`config.mk`:
```
export PLATFORM = sky130hd
export DESIGN_NAME = sim_run_sequencer_flat
export DESIGN_NICKNAME = d
export VERILOG_FILES = /design/src/rtl/sim_run_sequencer_if.sv /design/src/rtl/sim_run_sequencer.sv /design/src/flat_wrapper.sv
export SDC_FILE = /design/constraint.sdc
export NUM_CORES = 1
export LEC_CHECK = 0
export ABC_CLOCK_PERIOD_IN_PS = 2600
export BUFFER_PORTS_ARGS = -buffer_cell sky130_fd_sc_hd__buf_2
export CAP_MARGIN = 20
export CORE_UTILIZATION = 35
export DETAILED_ROUTE_END_ITERATION = 8
export PLACE_DENSITY = 0.6
export SLEW_MARGIN = 10
export SYNTH_ARGS = -nofsm -noshare
export SYNTH_HDL_FRONTEND = slang
export SYNTH_SLANG_ARGS = --single-unit
```
`constraint.sdc`:
```
create_clock -name CLK -period 2.6 [get_ports CLK]
set_input_delay 0.39 -clock CLK [delete_from_list [all_inputs] [get_ports CLK]]
set_output_delay 0.39 -clock CLK [all_outputs]
set_load 0.02 [all_outputs]
```
`src/rtl/sim_run_sequencer_if.sv`:
```
// Host/DUT signal bundle of the simulation run sequencer: the finish and soft-reset requests
// from the cycle hook, and the reset, status and cycle-count outputs.
interface sim_run_sequencer_if;
    logic        finish_req;
    logic        soft_reset_req;
    logic        main_rst_o;
    logic        derived_rst_o;
    logic        running_o;
    logic        finish_o;
    logic        timeout_o;
    logic [31:0] cycle_count;
    logic [2:0]  state_o;

    modport master (
        output finish_req, soft_reset_req,
        input  main_rst_o, derived_rst_o, running_o, finish_o, timeout_o, cycle_count, state_o
    );

    modport slave (
        input  finish_req, soft_reset_req,
        output main_rst_o, derived_rst_o, running_o, finish_o, timeout_o, cycle_count, state_o
    );
endinterface

```
`src/rtl/sim_run_sequencer.sv`:
```
// Run controller for the simulation top: staged reset release, cycle counting,
// drained sticky finish and a watchdog cycle limit.
module sim_run_sequencer #(
    parameter int unsigned RESET_CYCLES  = 20,
    parameter int unsigned DERIVED_DELAY = 0,
    parameter int unsigned DRAIN_CYCLES  = 4,
    parameter int unsigned MAX_CYCLES    = 0
) (
    input logic               CLK,
    input logic               RST,
    sim_run_sequencer_if.slave bus
);
    typedef enum logic [2:0] {
        ST_HOLD  = 3'd0,
        ST_DWAIT = 3'd1,
        ST_RUN   = 3'd2,
        ST_DRAIN = 3'd3,
        ST_DONE  = 3'd4
    } state_t;

    // hold_cnt is shared by HOLD and DWAIT, so it is sized for the larger of the two limits
    localparam int unsigned HOLD_LIM = (RESET_CYCLES > DERIVED_DELAY) ? RESET_CYCLES : DERIVED_DELAY;
    localparam int unsigned HOLD_W   = $clog2(HOLD_LIM) + 1;
    localparam int unsigned DRAIN_W  = $clog2(DRAIN_CYCLES) + 1;

    localparam logic [HOLD_W-1:0]  HOLD_LAST  = HOLD_W'(RESET_CYCLES - 1);
    localparam logic [HOLD_W-1:0]  DWAIT_LAST = (DERIVED_DELAY == 0) ? '0 : HOLD_W'(DERIVED_DELAY - 1);
    localparam logic [DRAIN_W-1:0] DRAIN_LAST = DRAIN_W'(DRAIN_CYCLES - 1);

    state_t             state_r, state_s;
    logic [HOLD_W-1:0]  hold_cnt_r, hold_cnt_s;
    logic [DRAIN_W-1:0] drain_cnt_r, drain_cnt_s;
    logic [31:0]        cycle_count_r, cycle_next_s;
    logic               main_rst_r, main_rst_s;
    logic               derived_rst_r, derived_rst_s;
    logic               running_r, running_s;
    logic               finish_r, finish_s;
    logic               timeout_r, timeout_s;
    logic               wdog_s;
    logic               soft_ok_s;

    // Saturating cycle counter next value and the watchdog / soft-reset qualifiers
    always_comb begin
        if (cycle_count_r == 32'hFFFF_FFFF) begin
            cycle_next_s = cycle_count_r;
        end else begin
            cycle_next_s = cycle_count_r + 32'd1;
        end
        wdog_s    = (MAX_CYCLES != 32'd0) && (state_r != ST_DONE) && (cycle_next_s == 32'(MAX_CYCLES));
        soft_ok_s = bus.soft_reset_req && ((state_r == ST_RUN) || (state_r == ST_DRAIN));
    end

    // Next-state and next-output logic; watchdog beats soft reset beats finish beats counting
    always_comb begin
        state_s       = state_r;
        hold_cnt_s    = hold_cnt_r;
        drain_cnt_s   = drain_cnt_r;
        main_rst_s    = main_rst_r;
        derived_rst_s = derived_rst_r;
        running_s     = running_r;
        finish_s      = finish_r;
        timeout_s     = timeout_r;
        if (wdog_s) begin
            state_s       = ST_DONE;
            finish_s      = 1'b1;
            timeout_s     = 1'b1;
            main_rst_s    = 1'b0;
            derived_rst_s = 1'b0;
            running_s     = 1'b0;
        end else if (soft_ok_s) begin
            state_s       = ST_HOLD;
            main_rst_s    = 1'b1;
            derived_rst_s = 1'b1;
            running_s     = 1'b0;
            hold_cnt_s    = '0;
            drain_cnt_s   = '0;
        end else begin
            case (state_r)
                ST_HOLD: begin
                    if (hold_cnt_r == HOLD_LAST) begin
                        hold_cnt_s = '0;
                        main_rst_s = 1'b0;
                        if (DERIVED_DELAY == 0) begin
                            derived_rst_s = 1'b0;
                            running_s     = 1'b1;
                            state_s       = ST_RUN;
                        end else begin
                            state_s = ST_DWAIT;
                        end
                    end else begin
                        hold_cnt_s = hold_cnt_r + HOLD_W'(1);
                    end
                end
                ST_DWAIT: begin
                    if (hold_cnt_r == DWAIT_LAST) begin
                        hold_cnt_s    = '0;
                        derived_rst_s = 1'b0;
                        running_s     = 1'b1;
                        state_s       = ST_RUN;
                    end else begin
                        hold_cnt_s = hold_cnt_r + HOLD_W'(1);
                    end
                end
                ST_RUN: begin
                    if (bus.finish_req) begin
                        state_s     = ST_DRAIN;
                        drain_cnt_s = '0;
                        running_s   = 1'b0;
                    end else begin
                        state_s = ST_RUN;
                    end
                end
                ST_DRAIN: begin
                    if (drain_cnt_r == DRAIN_LAST) begin
                        state_s  = ST_DONE;
                        finish_s = 1'b1;
                    end else begin
                        drain_cnt_s = drain_cnt_r + DRAIN_W'(1);
                    end
                end
                ST_DONE: begin
                    state_s = ST_DONE;
                end
                default: begin
                    state_s       = ST_HOLD;
                    hold_cnt_s    = '0;
                    drain_cnt_s   = '0;
                    main_rst_s    = 1'b1;
                    derived_rst_s = 1'b1;
                    running_s     = 1'b0;
                end
            endcase
        end
    end

    // State, counter and output registers with synchronous reset
    always_ff @(posedge CLK) begin
        if (RST) begin
            state_r       <= ST_HOLD;
            hold_cnt_r    <= '0;
            drain_cnt_r   <= '0;
            cycle_count_r <= 32'd0;
            main_rst_r    <= 1'b1;
            derived_rst_r <= 1'b1;
            running_r     <= 1'b0;
            finish_r      <= 1'b0;
            timeout_r     <= 1'b0;
        end else begin
            state_r       <= state_s;
            hold_cnt_r    <= hold_cnt_s;
            drain_cnt_r   <= drain_cnt_s;
            cycle_count_r <= cycle_next_s;
            main_rst_r    <= main_rst_s;
            derived_rst_r <= derived_rst_s;
            running_r     <= running_s;
            finish_r      <= finish_s;
            timeout_r     <= timeout_s;
        end
    end

    assign bus.main_rst_o    = main_rst_r;
    assign bus.derived_rst_o = derived_rst_r;
    assign bus.running_o     = running_r;
    assign bus.finish_o      = finish_r;
    assign bus.timeout_o     = timeout_r;
    assign bus.cycle_count   = cycle_count_r;
    assign bus.state_o       = state_r;
endmodule

```
`src/flat_wrapper.sv`:
```
// flat-port wrapper written by rule: the top's interface ports become plain ports
module sim_run_sequencer_flat 
#(
    parameter int unsigned RESET_CYCLES  = 20,
    parameter int unsigned DERIVED_DELAY = 0,
    parameter int unsigned DRAIN_CYCLES  = 4,
    parameter int unsigned MAX_CYCLES    = 0
)
  (CLK, RST, bus_finish_req, bus_soft_reset_req, bus_main_rst_o, bus_derived_rst_o, bus_running_o, bus_finish_o, bus_timeout_o, bus_cycle_count, bus_state_o);
  sim_run_sequencer_if bus_i ();
  input logic CLK;
  input logic RST;
  input wire logic [$bits(bus_i.finish_req)-1:0] bus_finish_req;
  input wire logic [$bits(bus_i.soft_reset_req)-1:0] bus_soft_reset_req;
  output wire logic [$bits(bus_i.main_rst_o)-1:0] bus_main_rst_o;
  output wire logic [$bits(bus_i.derived_rst_o)-1:0] bus_derived_rst_o;
  output wire logic [$bits(bus_i.running_o)-1:0] bus_running_o;
  output wire logic [$bits(bus_i.finish_o)-1:0] bus_finish_o;
  output wire logic [$bits(bus_i.timeout_o)-1:0] bus_timeout_o;
  output wire logic [$bits(bus_i.cycle_count)-1:0] bus_cycle_count;
  output wire logic [$bits(bus_i.state_o)-1:0] bus_state_o;
  assign bus_i.finish_req = bus_finish_req;
  assign bus_i.soft_reset_req = bus_soft_reset_req;
  assign bus_main_rst_o = bus_i.main_rst_o;
  assign bus_derived_rst_o = bus_i.derived_rst_o;
  assign bus_running_o = bus_i.running_o;
  assign bus_finish_o = bus_i.finish_o;
  assign bus_timeout_o = bus_i.timeout_o;
  assign bus_cycle_count = bus_i.cycle_count;
  assign bus_state_o = bus_i.state_o;
  sim_run_sequencer #(.RESET_CYCLES(RESET_CYCLES), .DERIVED_DELAY(DERIVED_DELAY), .DRAIN_CYCLES(DRAIN_CYCLES), .MAX_CYCLES(MAX_CYCLES)) u_core (.CLK(CLK), .RST(RST), .bus(bus_i));
endmodule
```
==> flow_metrics.tcl, run 1 <==
set metrics [dict create \
    fin_crit_sh_pct 91.2 \
    fin_ws_ns 0.229 \
    tns_ns 0 \
    netlist_area_mm2 0.00246 \
    critPathRequiredTime_ns 2.80 \
    critical_path_class "reg -> reg" \
    gp_congestion 0.856 \
    combPwrFrac_pct 6.5 \
    grt_pass1_wl_mm 9.29 \
    clock-sinks 48 \
    power_density_mw_per_mm2 454 \
    wirelength_mm 5.62 \
    pre_cts_ws_ns 0.247 \
    cts_hold_buf 0 \
    slew_violations 0 \
    ir_worst_vdd_v 0.000195 \
    placedCellCount 424 \
    yosys.area.top_type "dfxtp_1" \
    power.static_leakage_nw 1.23 \
    syn2layout_area_growth_pct 17.3 \
    fin_crit_ns 2.37 \
    syn_avg_cell_area_um2 8.38 \
    place_area_mm2 0.00280 \
    status "finished, final reports clean" \
    max_freq_mhz 422 \
    drive_above_1_share_pct 22.6 \
    cts.reportedPaths.clkPinSlew_ns 0.09 \
    netlist_instances 294 \
    cts_root_buffer "clkbuf_8" \
    h-tree-depth 2 \
    cts_resized 0 \
    synth-edff-count 0 \
    layout_common_cells "dfxtp_1 (48), nor2_1 (45), buf_2 (42)" \
    slew_headroom_pct 54.7 \
    power_mw 1.31 \
    grt_usage_pct 15.7 \
    hold_viol 0 \
    clkPwrFrac_pct 35.1 \
    synth_ff_type "dfxtp_1" \
    core_area_mm2 0.00679 \
    nets 344 \
    worstSkewPairLatency_ns 0.30 \
    first_pass_iters 4 \
    cts_inserted_buffers 5 \
    crit_arrival_ns 2.57 \
    cts_tree "done" \
    layout_commonest_cell "dfxtp_1" \
    clockBufferDepth 2 \
    cp_max_fo 7 \
    drt_iter0_drc 94 \
    num_vias 2229 \
    place.detailed.hpwl_mm 4.09 \
    start_util_pct 36.3 \
    rsz0062_at_grt "false" \
    ys_ff_latch 48 \
    startpoint_type "flip-flop" \
    io_pins 44 \
    die_h_um 85.9 \
    p_int_mw 1.00 \
    synthTopCellsByArea "dfxtp_1 (39%), nor2_1 (6.9%), xnor2_1 (4.6%), and3_1 (3.6%), a21oi_1 (3.2%)" \
    max_cap_violations 0 \
    syn_nets 303 \
    antenna_found_initial 0 \
    cp-end-kind "flip-flop" \
    portBuffers 42 \
    hp-class "in -> reg" \
    finClkSkew_ns 0.00564 \
    grt_overflow_total 0 \
    finalNonFillerCells 432 \
    synth_top_area_share_pct 39.0 \
    finalInstanceArea_mm2 0.00289 \
    rows 30 \
    cts_setup_buffers 0 \
    setup_violations 0 \
    synth.distinct_cells 48 \
    p_sw_mw 0.312 \
    ys_seq_area_share_pct 39.0 \
    wire_per_inst_um 13.0 \
    first_global_vias 1996 \
    avgViaCountPerCell 5.16 \
    synthArstFlopShare_pct 0 \
    tightest_slew_ns 0.674 \
    die-area_mm2 0.00738 \
    drcViolationCount 0 \
    detail-route-antenna-nets 0 \
    grt_max_degree 29 \
    hold-worst-slack_ns 0.399 \
    switching_share_pct 23.8 \
    fin_util_pct 42.6 \
    antennaDiodeCount 0 \
    power_frac_seq_pct 58.4 \
    dieWidth_um 85.9 \
    ys_warn_count 0 \
]
[sequential cells by signal (all words and copies together), names as in the netlist]
register,flops
u_core.bus.derived_rst_o,1
u_core.drain_cnt_r,3
u_core.bus.running_o,1
u_core.bus.main_rst_o,1
u_core.bus.cycle_count,32
u_core.bus.state_o,3
u_core.hold_cnt_r,6
u_core.bus.finish_o,1
[worst max-delay path, cell delays in order, from the launching register on]
cell      delay (ns)
dfxtp_1         0.46
ha_1            0.25
nand4_1         0.15
or4_1           0.56
o2111a_2        0.36
and3_4          0.19
mux2_4          0.29
[metal layers]
metal	wire length, µm	GRT usage, %
met4	91	5.61
met1	2690	20.4
met3	254	3.66
met5	0	0
met2	2590	25.4
[power by group through the flow]
stage	combinational, mW	sequential (mW)	clock (mW)
floorplan	0.0495	0.794	0
CTS	0.0871	0.767	0.480
global placement	0.0848	0.782	0
detailed placement	0.0868	0.784	0
finish	0.0857	0.766	0.461
global route	0.0966	0.769	0.506
[synthesized netlist by cell type, drive strengths merged, types with 2 or more instances]
cell type	count
a21oi	16
mux2i	3
nand4	11
xnor2	13
a31oi	7
nand3	14
nor2b	9
a22oi	2
nor3b	2
buf	5
xor2	8
or3	2
dfxtp	48
or2	2
nor2	45
nor4	5
a31o	2
a21o	3
and3	15
or4	3
nand2	14
and4	3
o31ai	3
o21ai	4
ha	5
nor3	6
a311oi	3
mux2	7
clkbuf	13
inv	6
a211oi	4
[cell type report]
cell class / instances / area, µm²
fill: 690 / 3900
multi-input combinational: 222 / 1410
sequential: 48 / 961
timing repair buffer: 52 / 285
tap: 96 / 120
clock buffer: 8 / 90.1
inverter: 6 / 22.5
[path summary, 6_finish.rpt]
check                           cells past startpoint                      start  slack (ns)                         end
worst min-delay path                                4         bus_soft_reset_req        0.40         u_core.bus.finish_o
worst max-delay path                                6  u_core.bus.cycle_count[0]        0.23  u_core.bus.cycle_count[27]
worst min register to register                      2      u_core.drain_cnt_r[2]        0.46       u_core.drain_cnt_r[2]
worst max register to register                      6  u_core.bus.cycle_count[0]        0.23  u_core.bus.cycle_count[27]
[logic make-up after synthesis]
| kind of cell | after synthesis | synth area share [%] |
|---|---|---|
| buffers and inverters | 24 | 3.91 |
| other | 1 | 0.152 |
| AO/OA/AOI/OAI | 49 | 13.5 |
| XOR/XNOR | 21 | 7.46 |
| flip-flops | 48 | 39.0 |
| multiplexers | 10 | 4.57 |
| AND/OR/NAND/NOR | 136 | 28.9 |
| adder cells (fa/ha/maj) | 5 | 2.54 |
(Power assumes the default switching activity.)
==> run 2: changes to the inputs <==
--- a/config.mk
+++ b/config.mk
@@ -8,9 +8,9 @@
 export ABC_CLOCK_PERIOD_IN_PS = 2600
 export BUFFER_PORTS_ARGS = -buffer_cell sky130_fd_sc_hd__buf_2
 export CAP_MARGIN = 20
-export CORE_UTILIZATION = 35
+export CORE_UTILIZATION = 55
 export DETAILED_ROUTE_END_ITERATION = 8
-export PLACE_DENSITY = 0.6
+export PLACE_DENSITY = 0.85
 export SLEW_MARGIN = 10
 export SYNTH_ARGS = -nofsm -noshare
 export SYNTH_HDL_FRONTEND = slang
==> flow_metrics.tcl, run 2 (synthesis results as in run 1) <==
set metrics [dict create \
    p_int_mw 1.17 \
    hp-class "in -> reg" \
    setup_violations 0 \
    hold_viol 0 \
    slew_headroom_pct 58.2 \
    critical_path_class "reg -> reg" \
    p_sw_mw 0.335 \
    wire_per_inst_um 14.4 \
    antenna_found_initial 0 \
    critPathRequiredTime_ns 2.81 \
    drt_iter0_drc 127 \
    combPwrFrac_pct 5.8 \
    syn2layout_area_growth_pct 16.6 \
    fin_crit_sh_pct 88.4 \
    layout_common_cells "dfxtp_1 (48), nor2_1 (45), buf_2 (42)" \
    first_global_vias 1946 \
    placedCellCount 377 \
    cts_inserted_buffers 5 \
    cts_setup_buffers 0 \
    power.static_leakage_nw 1.25 \
    finClkSkew_ns 0.0136 \
    grt_usage_pct 24.8 \
    wirelength_mm 5.53 \
    clkPwrFrac_pct 43.4 \
    slew_violations 0 \
    hold_path_depth 4 \
    die-area_mm2 0.00475 \
    cts.reportedPaths.clkPinSlew_ns 0.10 \
    start_util_pct 59.5 \
    ir_worst_vdd_v 0.000371 \
    clockBufferDepth 2 \
    detail-route-antenna-nets 0 \
    cts_hold_buf 0 \
    first_pass_iters 4 \
    grt_overflow_total 0 \
    worstSkewPairLatency_ns 0.31 \
    rsz0062_at_grt "false" \
    max_freq_mhz 435 \
    startpoint_type "flip-flop" \
    finalNonFillerCells 385 \
    dieWidth_um 68.9 \
    nets 343 \
    core_area_mm2 0.00414 \
    clock-sinks 48 \
    seqCellArea_um2 961 \
    multi_input_area_mm2 0.00141 \
    largest_register_ffs 32 \
    h-tree-depth 2 \
    die_h_um 68.9 \
    fin_crit_ns 2.30 \
    crit_arrival_ns 2.51 \
    gp_congestion 0.908 \
    avgViaCountPerCell 5.94 \
    tns_ns 0 \
    cts_resized 0 \
    fin_ws_ns 0.302 \
    cp-end-kind "flip-flop" \
    cts_tree "done" \
    drive_above_1_share_pct 23.0 \
    switching_share_pct 22.2 \
    num_vias 2286 \
    drcViolationCount 0 \
    fillers 349 \
    rr_worst_depth 6 \
    cts_root_buffer "clkbuf_8" \
    rows 23 \
    max_cap_violations 0 \
    portBuffers 42 \
    io_pins 44 \
    status "finished, final reports clean" \
    pre_cts_ws_ns 0.324 \
    place.detailed.hpwl_mm 3.91 \
    power_density_mw_per_mm2 524 \
    layout_commonest_cell "dfxtp_1" \
    cp_max_fo 7 \
    grt_pass1_wl_mm 8.70 \
    tightest_slew_ns 0.626 \
    power_frac_seq_pct 50.8 \
    grt_max_degree 37 \
    antennaDiodeCount 0 \
]
[run 2: changes by cell type in the layout (fill, tap and decap cells not counted), sizes merged]
| cell | previous run | this run |
|---|---|---|
| buf | 52 | 51 |
| bufinv | 0 | 2 |
| inv | 6 | 7 |
| clkbuf | 8 | 5 |
[run 2: final timing paths]
| kind | start | end | slack (ns) |
|---|---|---|---|
| max | u_core.bus.cycle_count[1] | u_core.bus.cycle_count[27] | 0.30 |
| min | bus_soft_reset_req | u_core.bus.finish_o | 0.38 |
| max reg2reg | u_core.bus.cycle_count[1] | u_core.bus.cycle_count[27] | 0.30 |
| min reg2reg | u_core.drain_cnt_r[2] | u_core.drain_cnt_r[2] | 0.46 |
[run 2: power groups by stage]
stage / Sequential (mW) / Clock (mW) / Combinational [mW]
2_1_floorplan: 0.794 / 0 / 0.0495
3_3_place_gp: 0.781 / 0 / 0.0856
3_5_place_dp: 0.782 / 0 / 0.0871
4_1_cts: 0.765 / 0.662 / 0.0878
5_1_grt: 0.769 / 0.694 / 0.0982
6_report: 0.765 / 0.653 / 0.0870
[run 2: routing by layer]
layer / wire, µm / track usage [%]
met4: 77 / 9.69
met1: 2410 / 29.9
met3: 261 / 6.09
met2: 2780 / 42.1
met5: 0 / 0
[run 2: per-stage QoR]
step | cell area (µm²) | hold slack [ns] | total power [mW] | utilization [%]
finish | 2870 | 0.381 | 1.50 | 69.4
global route | 2870 | 0.409 | 1.56 | 69.4
CTS | 2870 | 0.383 | 1.52 | 69.4
detailed placement | 2740 | 0.445 | 0.869 | 66.0
global placement | 2740 | 0.440 | 0.866 | 66.0
floorplan | 2460 | 0.432 | 0.843 | -
[run 2: area by class of cell]
class	count	share of cell area, %
repair buffers	51	9.66
well taps	50	2.18
clock inverters	3	2.39
flip-flops and latches	48	33.4
clock buffers	5	2.39
inverters	6	0.784
multi-input cells	222	49.2
[run 2: worst max-delay path, cell delays in order (launching register included)]
cell and delay (ns):
dfxtp_1 0.44, ha_1 0.26, nand4_1 0.14, or4_1 0.55
o2111a_2 0.36, and3_4 0.19, mux2_4 0.28
==> run 3: changes to the inputs <==
--- a/config.mk
+++ b/config.mk
@@ -5,10 +5,11 @@
 export SDC_FILE = /design/constraint.sdc
 export NUM_CORES = 1
 export LEC_CHECK = 0
-export ABC_CLOCK_PERIOD_IN_PS = 2600
+export ABC_CLOCK_PERIOD_IN_PS = 2300
 export BUFFER_PORTS_ARGS = -buffer_cell sky130_fd_sc_hd__buf_2
 export CAP_MARGIN = 20
 export CORE_UTILIZATION = 55
+export CTS_CLUSTER_DIAMETER = 150
 export DETAILED_ROUTE_END_ITERATION = 8
 export PLACE_DENSITY = 0.85
 export SLEW_MARGIN = 10
==> constraint.sdc (replaced) <==
create_clock -name CLK -period 2.3 [get_ports CLK]
set_input_delay 0.345 -clock CLK [delete_from_list [all_inputs] [get_ports CLK]]
set_output_delay 0.345 -clock CLK [all_outputs]
set_load 0.02 [all_outputs]
==> flow_metrics.tcl, run 3 (synthesis results as in run 1) <==
set metrics [dict create \
    status "finished, final reports clean" \
    ir_worst_vdd_v 0.000420 \
    syn2layout_area_growth_pct 16.7 \
    met2_usage_pct 40.4 \
    grt_usage_pct 24.8 \
    cp-end-kind "flip-flop" \
    startpoint_type "flip-flop" \
    pre_cts_ws_ns 0.210 \
    die_h_um 68.9 \
    cts_root_buffer "clkbuf_8" \
    fin_crit_ns 2.11 \
    layout_common_cells "dfxtp_1 (47), nor2_1 (45), buf_2 (42)" \
    fin_crit_sh_pct 91.8 \
    layout_commonest_cell "dfxtp_1" \
    worstSkewPairLatency_ns 0.29 \
    grt_pass1_wl_mm 8.76 \
    grt_max_degree 38 \
    tns_ns 0 \
    rsz0062_at_grt "false" \
    gp_congestion 0.882 \
    slew_violations 0 \
    max_cap_violations 0 \
    wirelength_mm 5.42 \
    cts_inserted_buffers 5 \
    h-tree-depth 2 \
    antennaDiodeCount 0 \
    place.detailed.hpwl_mm 4.02 \
    crit_family "simple AND/OR/NAND/NOR gates" \
    drive_above_1_share_pct 24.0 \
    busiest_layer "met2" \
    power_mw 1.51 \
    dieWidth_um 68.9 \
    antenna_found_initial 0 \
    slowest_stage "or4_1" \
    setup_violations 0 \
    cts_resized 0 \
    largest_register_ffs 32 \
    drt_iter0_drc 140 \
    grtUsageMet3_pct 5.76 \
    io_pins 44 \
    crit_chain "ha_1, nand4_1, or4_1, o2111a_2, and3_4, mux2_4" \
    first_global_vias 1935 \
    power.static_leakage_nw 1.26 \
    fin_util_pct 69.4 \
    avgViaCountPerCell 5.81 \
    die-area_mm2 0.00475 \
    nets 347 \
    cts_setup_buffers 0 \
    finalInstanceArea_mm2 0.00288 \
    hp-class "in -> reg" \
    first_pass_iters 4 \
    cts.reportedPaths.clkPinSlew_ns 0.08 \
    portBuffers 42 \
    critical_path_class "reg -> reg" \
    max_freq_mhz 474 \
    cp_max_fo 5 \
    finClkSkew_ns 0.00473 \
    grt_use_met1_pct 32.6 \
    cp.buffers_inverters 0 \
    hold_viol 0 \
    drcViolationCount 0 \
    power_density_mw_per_mm2 523 \
    cts_hold_buf 0 \
    fin_ws_ns 0.189 \
    cts_tree "done" \
    clock-sinks 48 \
    detail-route-antenna-nets 0 \
    crit_arrival_ns 2.30 \
    clockBufferDepth 2 \
    place_area_mm2 0.00278 \
    critPathMaxStageDelay_ns 0.47 \
    num_vias 2253 \
    grt_overflow_total 0 \
    wire_per_inst_um 14.0 \
    critPathRequiredTime_ns 2.49 \
    rows 23 \
    start_util_pct 59.5 \
    core_area_mm2 0.00414 \
]
-- run 3: changes by cell type in the layout (fill, tap and decap cells not counted) --
cell / delta
clkbuf_8: +2
inv_6: -1
buf_4: +3
buf_12: +1
dfxtp_2: +1
bufinv_16: -2
dfxtp_1: -1
-- run 3: cell type report --
| class | instances | area [µm²] |
|---|---|---|
| Inverter | 6 | 22.5 |
| Clock buffer | 7 | 96.3 |
| Tap cell | 50 | 62.6 |
| Fill cell | 349 | 1270 |
| Sequential cell | 48 | 962 |
| Multi-Input combinational cell | 222 | 1410 |
| Timing Repair Buffer | 55 | 320 |
-- run 3: per-stage QoR --
step	hold slack [ns]	cells
2_1_floorplan	0.432	294
3_3_place_gp	0.442	381
3_5_place_dp	0.453	381
4_1_cts	0.350	388
5_1_grt	0.370	388
6_report	0.358	388
-- run 3: routing by layer --
| metal | wire [µm] | vias up |
|---|---|---|
| li1 | - | 1136 |
| met1 | 2580 | 1047 |
| met2 | 2510 | 62 |
| met3 | 262 | 8 |
| met4 | 65 | 0 |
| met5 | 0 | - |
-- run 3: worst min-delay path, cell delays in order --
cell and delay, ns:
buf_2 0.10, nor3b_1 0.05, nor2_1 0.08, nor2_1 0.04
-- run 3: path summary, 6_finish.rpt --
path / endpoint / slack, ns / depth (start not counted) / from
worst max-delay path: u_core.bus.cycle_count[27] / 0.19 / 6 / u_core.bus.cycle_count[1]
worst min-delay path: u_core.bus.finish_o / 0.36 / 4 / bus_soft_reset_req
worst max register to register: u_core.bus.cycle_count[27] / 0.19 / 6 / u_core.bus.cycle_count[1]
worst min register to register: u_core.drain_cnt_r[2] / 0.46 / 2 / u_core.drain_cnt_r[2]
-- run 3: report_power, final --
group / switching [mW] / internal (mW) / total (mW) / leakage [nW]
combinational: 0.0656 / 0.0427 / 0.108 / 0.820
clock: 0.266 / 0.268 / 0.534 / 0.0503
sequential: 0.0147 / 0.848 / 0.863 / 0.388
